<file path="src/rtl/cam_pix_gen.sv">
// OV7670-style pixel-bus source: RGB444 test-pattern frames with VSYNC/HREF framing, one byte per clock.
// Optional CAM_GEN_FRAME_TAG_EN replaces the first pixel of active line 0 with a 16-bit frame count.
module cam_pix_gen #(
  parameter int H_ACTIVE    = 640,
  parameter int H_BLANK     = 144,
  parameter int V_ACTIVE    = 480,
  parameter int VSYNC_LINES = 3,
  parameter int V_BACK      = 17,
  parameter int V_FRONT     = 10
) (
  input  logic       i_clk,
  input  logic       i_rst,
  input  logic       i_start,
  input  logic       i_stop,
  input  logic [1:0] i_pattern,
  output logic       o_vsync,
  output logic       o_href,
  output logic [7:0] o_pix_byte,
  output logic       o_busy,
  output logic       o_frame_done
);

  localparam int LB         = 2 * (H_ACTIVE + H_BLANK);
  localparam int HREF_BYTES = 2 * H_ACTIVE;
  localparam int BAR_PIX    = H_ACTIVE / 8;
  localparam int BYTE_W     = $clog2(LB);
  localparam int LINE_W     = $clog2(VSYNC_LINES + V_BACK + V_ACTIVE + V_FRONT + 1);
  localparam int SUB_W      = $clog2(BAR_PIX + 1);

  typedef enum logic [2:0] {
    S_IDLE,
    S_VSYNC,
    S_VBACK,
    S_ACTIVE,
    S_VFRONT
  } state_t;

  state_t              state_reg, state_next;
  logic [BYTE_W-1:0]   byte_cnt_reg, byte_cnt_next;
  logic [LINE_W-1:0]   line_cnt_reg, line_cnt_next;
  logic [SUB_W-1:0]    bar_sub_reg, bar_sub_next;
  logic [2:0]          bar_idx_reg, bar_idx_next;
  logic [1:0]          pattern_reg, pattern_next;
  logic                stop_pend_reg, stop_pend_next;

  logic                vsync_reg, href_reg, busy_reg, frame_done_reg;
  logic [7:0]          pix_byte_reg;

  logic [LINE_W-1:0]   state_lines;
  logic                byte_last, line_last, frame_end, stop_eff;
  logic                href_now;
  logic [9:0]          pix_x;
  logic [8:0]          pix_y;
  logic [11:0]         rgb;
  logic [7:0]          byte_now;
  logic                unused_pix_bits;

`ifdef CAM_GEN_FRAME_TAG_EN
  logic [15:0]         frame_cnt_reg;
`endif

  // Line count of the current vertical region
  always_comb begin
    state_lines = LINE_W'(1);
    case (state_reg)
      S_VSYNC:  state_lines = LINE_W'(VSYNC_LINES);
      S_VBACK:  state_lines = LINE_W'(V_BACK);
      S_ACTIVE: state_lines = LINE_W'(V_ACTIVE);
      S_VFRONT: state_lines = LINE_W'(V_FRONT);
      default:  state_lines = LINE_W'(1);
    endcase
  end

  assign byte_last = (byte_cnt_reg == BYTE_W'(LB - 1));
  assign line_last = (line_cnt_reg == state_lines - LINE_W'(1));
  assign frame_end = (state_reg == S_VFRONT) && line_last && byte_last;
  // Stop wins over a simultaneous start
  assign stop_eff  = i_stop | (stop_pend_reg & ~i_start);

  always_comb begin
    state_next     = state_reg;
    byte_cnt_next  = byte_cnt_reg;
    line_cnt_next  = line_cnt_reg;
    pattern_next   = pattern_reg;
    stop_pend_next = stop_pend_reg;
    case (state_reg)
      S_IDLE: begin
        byte_cnt_next = '0;
        line_cnt_next = '0;
        if (i_start) begin
          state_next     = S_VSYNC;
          pattern_next   = i_pattern;
          stop_pend_next = i_stop;
        end
      end
      default: begin
        stop_pend_next = stop_eff;
        byte_cnt_next  = byte_last ? '0 : byte_cnt_reg + 1'b1;
        if (byte_last) begin
          line_cnt_next = line_last ? '0 : line_cnt_reg + 1'b1;
        end
        if (byte_last && line_last) begin
          case (state_reg)
            S_VSYNC:  state_next = S_VBACK;
            S_VBACK:  state_next = S_ACTIVE;
            S_ACTIVE: state_next = S_VFRONT;
            default: begin
              if (stop_eff) begin
                state_next     = S_IDLE;
                stop_pend_next = 1'b0;
              end else begin
                state_next   = S_VSYNC;
                pattern_next = i_pattern;
              end
            end
          endcase
        end
      end
    endcase
  end

  // Bar index advances every BAR_PIX pixels on the second byte of each pixel
  always_comb begin
    bar_sub_next = bar_sub_reg;
    bar_idx_next = bar_idx_reg;
    if (byte_last || state_reg == S_IDLE) begin
      bar_sub_next = '0;
      bar_idx_next = '0;
    end else if (byte_cnt_reg[0] && byte_cnt_reg < BYTE_W'(HREF_BYTES)) begin
      if (bar_sub_reg == SUB_W'(BAR_PIX - 1)) begin
        bar_sub_next = '0;
        bar_idx_next = bar_idx_reg + 3'd1;
      end else begin
        bar_sub_next = bar_sub_reg + 1'b1;
      end
    end
  end

  assign href_now = (state_reg == S_ACTIVE) && (byte_cnt_reg < BYTE_W'(HREF_BYTES));
  assign pix_x    = 10'(byte_cnt_reg >> 1);
  assign pix_y    = 9'(line_cnt_reg);
  assign unused_pix_bits = ^{pix_x[4], pix_y[4:0]};

  always_comb begin
    rgb = 12'h000;
    case (pattern_reg)
      2'd0: begin
        case (bar_idx_reg)
          3'd0:    rgb = 12'hFFF;
          3'd1:    rgb = 12'hFF0;
          3'd2:    rgb = 12'h0FF;
          3'd3:    rgb = 12'h0F0;
          3'd4:    rgb = 12'hF0F;
          3'd5:    rgb = 12'hF00;
          3'd6:    rgb = 12'h00F;
          default: rgb = 12'h000;
        endcase
      end
      2'd1:    rgb = {pix_x[9:6], pix_y[8:5], pix_x[3:0]};
      2'd2:    rgb = (pix_x[5] ^ pix_y[5]) ? 12'hFFF : 12'h000;
      default: rgb = 12'h888;
    endcase
  end

  always_comb begin
    byte_now = 8'h00;
    if (href_now) begin
      byte_now = byte_cnt_reg[0] ? rgb[7:0] : {4'h0, rgb[11:8]};
`ifdef CAM_GEN_FRAME_TAG_EN
      if (line_cnt_reg == '0 && byte_cnt_reg < BYTE_W'(2)) begin
        byte_now = byte_cnt_reg[0] ? frame_cnt_reg[7:0] : frame_cnt_reg[15:8];
      end
`endif
    end
  end

  always_ff @(posedge i_clk) begin
    if (i_rst) begin
      state_reg     <= S_IDLE;
      byte_cnt_reg  <= '0;
      line_cnt_reg  <= '0;
      bar_sub_reg   <= '0;
      bar_idx_reg   <= '0;
      pattern_reg   <= '0;
      stop_pend_reg <= 1'b0;
    end else begin
      state_reg     <= state_next;
      byte_cnt_reg  <= byte_cnt_next;
      line_cnt_reg  <= line_cnt_next;
      bar_sub_reg   <= bar_sub_next;
      bar_idx_reg   <= bar_idx_next;
      pattern_reg   <= pattern_next;
      stop_pend_reg <= stop_pend_next;
    end
  end

`ifdef CAM_GEN_FRAME_TAG_EN
  always_ff @(posedge i_clk) begin
    if (i_rst) begin
      frame_cnt_reg <= '0;
    end else if (frame_end) begin
      frame_cnt_reg <= frame_cnt_reg + 16'd1;
    end
  end
`endif

  // Output stage: every output is a flop fed from the current state and counters
  always_ff @(posedge i_clk) begin
    if (i_rst) begin
      vsync_reg      <= 1'b0;
      href_reg       <= 1'b0;
      pix_byte_reg   <= 8'h00;
      busy_reg       <= 1'b0;
      frame_done_reg <= 1'b0;
    end else begin
      vsync_reg      <= (state_reg == S_VSYNC);
      href_reg       <= href_now;
      pix_byte_reg   <= byte_now;
      busy_reg       <= (state_reg != S_IDLE);
      frame_done_reg <= frame_end;
    end
  end

  assign o_vsync      = vsync_reg;
  assign o_href       = href_reg;
  assign o_pix_byte   = pix_byte_reg;
  assign o_busy       = busy_reg;
  assign o_frame_done = frame_done_reg;

endmodule

</file>
<file path="config.mk">
export PLATFORM = sky130hd
export DESIGN_NAME = cam_pix_gen
export DESIGN_NICKNAME = d
export VERILOG_FILES = /design/src/rtl/cam_pix_gen.sv
export SDC_FILE = /design/constraint.sdc
export NUM_CORES = 1
export LEC_CHECK = 0
export ABC_AREA = 1
export CORE_ASPECT_RATIO = 0.7
export CORE_UTILIZATION = 45
export CTS_BUF_LIST = sky130_fd_sc_hd__clkbuf_16
export CTS_CLUSTER_DIAMETER = 50
export DETAILED_ROUTE_END_ITERATION = 8
export GPL_TIMING_DRIVEN = 0
export MAX_ROUTING_LAYER = met4
export PLACE_DENSITY = 0.77
export SYNTH_ARGS = -nofsm -noshare
export SYNTH_HDL_FRONTEND = slang
export SYNTH_SLANG_ARGS = --single-unit
export TNS_END_PERCENT = 1
</file>
<file path="constraint.sdc">
create_clock -name i_clk -period 1.9 [get_ports i_clk]
set_input_delay 0.475 -clock i_clk [delete_from_list [all_inputs] [get_ports i_clk]]
set_output_delay 0.475 -clock i_clk [all_outputs]
set_load 0.02 [all_outputs]
</file>
==> flow_summary.ini, run 1 <==
[floorplan]
die_y_um = 64.3
start_util = 0.472
core_area_um2 = 5290
die_w_um = 91.0
fp.dieArea_um2 = 5840
placementRows = 22
io_pins = 18

[critical_path]
cp-endpoint = state_reg[0]
r2r-end = state_reg[0]
crit_path_end_kind = register
crit_required_ns = 2.11
rr_worst_depth = 18
worstReg2RegStart = state_reg[1]
cp_num_buf_inv = 2
cpPeakStageDelay_ns = 0.31
r2r_slack_ns = -0.17
crit_type = reg2reg
cp.depth = 18
cp.arrival_ns = 2.28
crit_fanout = 6
startpoint_type = register
crit_start = state_reg[1]
path_delay_family = simple AND/OR/NAND/NOR gates
path_cells = buf_6, nor2_4, nand2_2, nand2_4, ha_4, inv_1, nand2_1, nand2_1, nand2_2, nor2_4, nand3b_4, nor2_4, nand3_4, nand2_4, nand2_4, nand2_2, nand2_1, nor2_1
crit_slowest_cell = dfxtp_1

[cells_and_area]
multiInputGateArea_um2 = 1410
syn_to_final_growth_pct = 24.2
largest_reg_flops = 11
drive_gt1_frac = 0.172
diodes = 0
nFillCells = 476
fin_util = 0.586
nets = 386
stdcell_area_um2 = 3100
regArea_um2 = 966

[pwr]
power_density_nw_per_um2 = 1240
swShare = 0.385
vdd_drop_max_v = 0.000568
pwr-share-clk = 0.259
seq_power_share = 0.313
leakage_nw = 1.19
p_comb_frac = 0.428
p_sw_mw = 1.48
intPower_mw = 2.36

[clock_network]
cts_buffer_depth = 2
root_buffer = clkbuf_16
numCtsBuffers = 5
clk_pin_slew_ns = 0.06
cts_hold_buf = 0
cts_tree = yes
clock_sinks = 48
htree_levels = 2
clock_latency_ns = 0.29

[global_routing]
grt.met2_usage = 0.306
grt_pass1_vias = 2072
grt_max_degree = 16
gr-total-overflow = 0
grt_use_met1 = 0.308
busiest_layer = met1
met3_usage = 0.0405
antenna_found_initial = 0
grt_pass1_wl_um = 9650
grtUsageTotal = 0.214

[route]
wl_per_cell_um = 12.8
drt_wl_total_um = 5670
drt_iter0_drc = 145
drc = 0
antenna_left = 0
via_count = 2272
dr.pass1.iters = 4
vias_per_cell = 5.12

[worst_hold_path]
hp-start = bar_sub_reg[1]
hp-class = reg2reg

[timing]
skew_ns = 0.00554
slew_headroom = 0.621
max_freq_mhz = 483
hold_violations = 0
setup_viol = 12
rsz0062_at_grt = yes
worstMarginPinSlew_ns = 0.563
fin_crit_sh = 1.09
fin_crit_ns = 2.07
setup_ws_ns = -0.173
worst_hold_slack_ns = 0.491
slew_violations = 0
fin_setup_tns_ns = -1.36

[yosys]
avgSynthCellArea_um2 = 7.37
ys_ff_latch = 48
synth.mux.area_fraction = 0
synth_edf_count = 0
synth_nets = 353
yosysSeqAreaShare = 0.386
synth_compound_area_frac = 0.133
ys_types = 38
ys_warn_count = 0
synth_top_family_by_area = simple AND/OR/NAND/NOR gates
synth-simple-area-share = 0.314
async_flop_share = 0
netlist_area_um2 = 2490
synth-xor-area-share = 0.0346
synth_cells = 338
synthFlopType = dfxtp_1
synth-adder-area-share = 0.0452

[job]
maxCapViolCount = 0

[placement]
gp_congestion = 0.857
postPlaceCellArea_um2 = 2800
pre_cts_ws_ns = -0.313
port_buffers = 17
hpwlAfterDp_um = 4140

[status]
status = complete, but fails checks
violations = negative setup slack
## cells by family after synthesis
group	after synthesis
buffers and inverters	53
AND/OR/NAND/NOR	156
AO/OA/AOI/OAI	63
flip-flops	48
adder cells (fa/ha/maj)	9
XOR/XNOR	9
## power groups by stage
| stage | combinational, mW | sequential (mW) | clock [mW] |
|---|---|---|---|
| 3_3_place_gp | 1.39 | 1.21 | 0 |
| 5_1_grt | 1.79 | 1.21 | 1.06 |
| 6_report | 1.64 | 1.20 | 0.994 |
| 2_1_floorplan | 1.11 | 1.22 | 0 |
| 3_5_place_dp | 1.42 | 1.21 | 0 |
| 4_1_cts | 1.56 | 1.20 | 1.00 |
## what timing repair did
| action | 4_1_cts | 5_1_grt |
|---|---|---|
| buffers inserted | 9 | 0 |
| setup endpoints to repair | 25 | 31 |
| pin swaps | 7 | 0 |
| resized for setup | 8 | 11 |
## worst min-delay path by stage
stage	end	cells after the start
floorplan	bar_sub_reg[0]	1
global placement	bar_sub_reg[0]	1
detailed placement	bar_sub_reg[0]	1
CTS	byte_cnt_reg[0]	1
global route	byte_cnt_reg[0]	1
finish	bar_sub_reg[1]	2
## cell usage in the layout, fill, tap and decap left out, types with 3 or more instances in the layout
master / netlist / final
nand2_1: 53 / 49
dfxtp_1: 48 / 46
inv_1: 43 / 42
a21oi_1: 40 / 38
nor2_1: 34 / 32
o21ai_0: 17 / 17
clkdlybuf4s50_1: 0 / 17
nand3_1: 17 / 16
nor3_1: 15 / 13
buf_4: 0 / 10
ha_1: 9 / 8
xor2_1: 7 / 7
nand4_1: 7 / 7
nor2_4: 4 / 6
inv_2: 6 / 6
nand2_2: 3 / 5
or2_2: 5 / 5
clkbuf_16: 0 / 5
nand2_4: 1 / 3
nor4_1: 4 / 3
## synthesized netlist by cell type (2+ instances only)
cell type  number  area (um^2)
nor2_4          4         45.0
nand2_2         3         18.8
xor2_1          7         61.3
a21oi_1        40          200
nand3_2         2         20.0
dfxtp_1        48          961
nor2_1         34          128
or2_2           5         31.3
inv_1          43          161
nor2_2          2         12.5
nor3_1         15         75.1
inv_2           6         22.5
nand3_1        17         85.1
o21ai_0        17         85.1
ha_1            9          113
buf_6           2         22.5
nand2_1        53          199
nor4_1          4         25.0
nand4_1         7         43.8
nor3b_1         2         15.0
## per-layer routing
layer / wire length, um / vias to the layer above
li1: - / 1176
met1: 2980 / 1015
met2: 2280 / 77
met3: 374 / 4
met4: 40 / 0
met5: 0 / -
## area by class of cell
cell class,instances,share of cell area
clock inverters,3,0.0137
repair buffers,26,0.0768
plain buffers,3,0.00970
flip-flops and latches,48,0.312
multi-input cells,237,0.456
well taps,72,0.0291
clock buffers,5,0.0404
inverters,50,0.0622
## worst register-to-register path: stages, from the launching register on
cell and delay, ns:
dfxtp_1 0.31, buf_6 0.13, nor2_4 0.14, nand2_2 0.09, nand2_4 0.08, ha_4 0.20, inv_1 0.04, nand2_1 0.04
nand2_1 0.07, nand2_2 0.08, nor2_4 0.11, nand3b_4 0.09, nor2_4 0.11, nand3_4 0.10, nand2_4 0.12, nand2_4 0.08
nand2_2 0.06, nand2_1 0.04, nor2_1 0.11
## metrics by stage
step           power (mW)  std cells
2_1_floorplan        2.33        338
4_1_cts              3.76        444
5_1_grt              4.06        444
6_report             3.84        444
3_5_place_dp         2.63        427
3_3_place_gp         2.60        427
Power figures use the tool's default switching activity.
==> run 2: changes to the inputs <==
--- a/config.mk
+++ b/config.mk
@@ -7,13 +7,15 @@
 export LEC_CHECK = 0
 export ABC_AREA = 1
 export CORE_ASPECT_RATIO = 0.7
-export CORE_UTILIZATION = 45
+export CORE_UTILIZATION = 52
 export CTS_BUF_LIST = sky130_fd_sc_hd__clkbuf_16
 export CTS_CLUSTER_DIAMETER = 50
 export DETAILED_ROUTE_END_ITERATION = 8
 export GPL_TIMING_DRIVEN = 0
 export MAX_ROUTING_LAYER = met4
-export PLACE_DENSITY = 0.77
+export PLACE_DENSITY = 0.86
+export REMOVE_ABC_BUFFERS = 1
+export SETUP_SLACK_MARGIN = 0.3
 export SYNTH_ARGS = -nofsm -noshare
 export SYNTH_HDL_FRONTEND = slang
 export SYNTH_SLANG_ARGS = --single-unit
==> run 2 against run 1 <==
Effect of this change: the run ends with design-rule violations, negative setup slack left; non-clock buffer count shrank 7; sequential power up 4%; worst hold slack worse by 0.014 ns; clock power is 12% lower; register-to-register slack got worse by 0.09 ns.
==> flow_summary.ini, run 2 (synthesis results as in run 1) <==
[floorplan]
start_util = 0.556
core_area_um2 = 4480
die_y_um = 59.9
io_pins = 18
placementRows = 20
fp.dieArea_um2 = 5080
die_w_um = 84.7

[pwr]
p_sw_mw = 1.54
vdd_drop_max_v = 0.000502
swShare = 0.414
power_density_nw_per_um2 = 1200
intPower_mw = 2.18
seq_power_share = 0.336
pwr-share-clk = 0.235
p_comb_frac = 0.429
leakage_nw = 1.22

[route]
via_count = 2404
drc = 2
antenna_left = 0
drt_wl_total_um = 6350
vias_per_cell = 5.72
drt_iter0_drc = 146
dr.pass1.iters = 7
wl_per_cell_um = 15.1

[cells_and_area]
layout_common_cells = nand2_1, dfxtp_1, a21oi_1
syn_to_final_growth_pct = 24.6
largest_reg_flops = 11
drive_gt1_frac = 0.258
final_common_cell = nand2_1
diodes = 0
nets = 379
fin_util = 0.693

[clock_network]
cts_tree = yes
numCtsBuffers = 5
root_buffer = clkbuf_16
htree_levels = 2
clock_sinks = 48
cts_buffer_depth = 2
clk_pin_slew_ns = 0.07
clock_latency_ns = 0.29

[global_routing]
grt_pass1_wl_um = 9520
grt.met2_usage = 0.397
busiest_layer = met2
grt_pass1_vias = 2110
gr-total-overflow = 0
grt_max_degree = 16
grt_use_met1 = 0.334
grtUsageTotal = 0.251
met3_usage = 0.0456
antenna_found_initial = 0

[timing]
slew_headroom = 0.543
fin_crit_ns = 2.16
max_freq_mhz = 463
setup_ws_ns = -0.260
rsz0062_at_grt = yes
slew_violations = 0
setup_viol = 13
worstMarginPinSlew_ns = 0.678
fin_crit_sh = 1.14
skew_ns = 0.00830
hold_violations = 0

[critical_path]
path_cells = nor2_4, nand2_2, nand2_4, ha_4, inv_2, nand2_2, nand2_2, nand2_2, nor2_4, nand3b_4, nor2_4, nand3_4, nand2_4, nand2_4, nor3_4, nor2_1
crit_top_cell = nand2_2
cpPeakStageDelay_ns = 0.39
worstReg2RegStart = state_reg[1]
rr_worst_depth = 16
r2r_slack_ns = -0.26
crit_fanout = 8
crit_required_ns = 2.09
startpoint_type = register
cp.arrival_ns = 2.35
r2r-end = state_reg[0]
crit_slowest_cell = dfxtp_4
crit_type = reg2reg
crit_path_end_kind = register

[job]
maxCapViolCount = 0

[placement]
port_buffers = 17
pre_cts_ws_ns = -0.503
hpwlAfterDp_um = 4070
gp_congestion = 0.846

[worst_hold_path]
hp-start = bar_sub_reg[0]
hold_end = bar_sub_reg[0]
hp-class = reg2reg
whs_path_depth = 1

[status]
status = complete, but fails checks
violations = design-rule violations, negative setup slack
run 2: cell count changes in the layout (fill, tap and decap cells not counted), moves of 5 or more:
cell | previous run | this run
o21ai_0 | 17 | 10
buf_4 | 10 | 5
dfxtp_1 | 46 | 39
nor2_1 | 32 | 27
dlygate4sd2_1 | 0 | 13
nand2_1 | 49 | 43
inv_1 | 42 | 37
nand2_2 | 5 | 10
clkdlybuf4s50_1 | 17 | 4
run 2: how the worst max path moves through the flow:
stage,from,to,slack [ns],depth (start not counted)
finish,state_reg[1],state_reg[0],-0.26,16
global route,state_reg[1],state_reg[0],-0.40,16
CTS,state_reg[2],state_reg[0],-0.27,16
detailed placement,state_reg[2],state_reg[0],-0.50,16
global placement,state_reg[2],state_reg[0],-0.48,16
floorplan,state_reg[2],state_reg[0],-0.23,16
run 2: worst max-delay path, delay by kind of cell (launching register included):
family	cells	cell delay, ns
fa+ha+maj	1	0.20
simple gates	14	1.41
flops	1	0.39
buf+inv	1	0.05
run 2: layout make-up:
cell class / count / area [um^2]
Timing Repair Buffer: 22 / 191
Sequential cell: 48 / 982
Fill cell: 346 / 1370
Tap cell: 55 / 68.8
Clock inverter: 3 / 18.8
Clock buffer: 5 / 125
Inverter: 50 / 200
Multi-Input combinational cell: 237 / 1520
run 2: timing repair:
action,CTS,global route
setup buffers,2,3
gates resized for setup,41,51
setup endpoints to repair,52,42
pin swaps,5,16
hold buffers,0,0
run 2: stage by stage:
step	hold WS [ns]	power, mW	instances	cell area, um^2	TNS (ns)
2_1_floorplan	0.447	2.23	335	2460	-1.74
3_3_place_gp	0.479	2.48	407	2700	-6.73
3_5_place_dp	0.484	2.52	407	2700	-7.60
4_1_cts	0.481	3.41	417	2920	-2.40
5_1_grt	0.504	3.91	420	3110	-4.31
6_report	0.477	3.72	420	3110	-2.34
run 2: routing by layer:
layer / vias to the layer above / share of wire
met2: 109 / 0.46
met3: 13 / 0.079
met5: - / 0
li1: 1162 / -
met1: 1120 / 0.45
met4: 0 / 0.016
run 2: power groups by stage:
| stage | combinational (mW) | sequential (mW) | clock (mW) |
|---|---|---|---|
| 2_1_floorplan | 0.990 | 1.24 | 0 |
| 3_3_place_gp | 1.25 | 1.23 | 0 |
| 3_5_place_dp | 1.28 | 1.23 | 0 |
| 4_1_cts | 1.31 | 1.23 | 0.867 |
| 5_1_grt | 1.74 | 1.26 | 0.906 |
| 6_report | 1.59 | 1.25 | 0.874 |
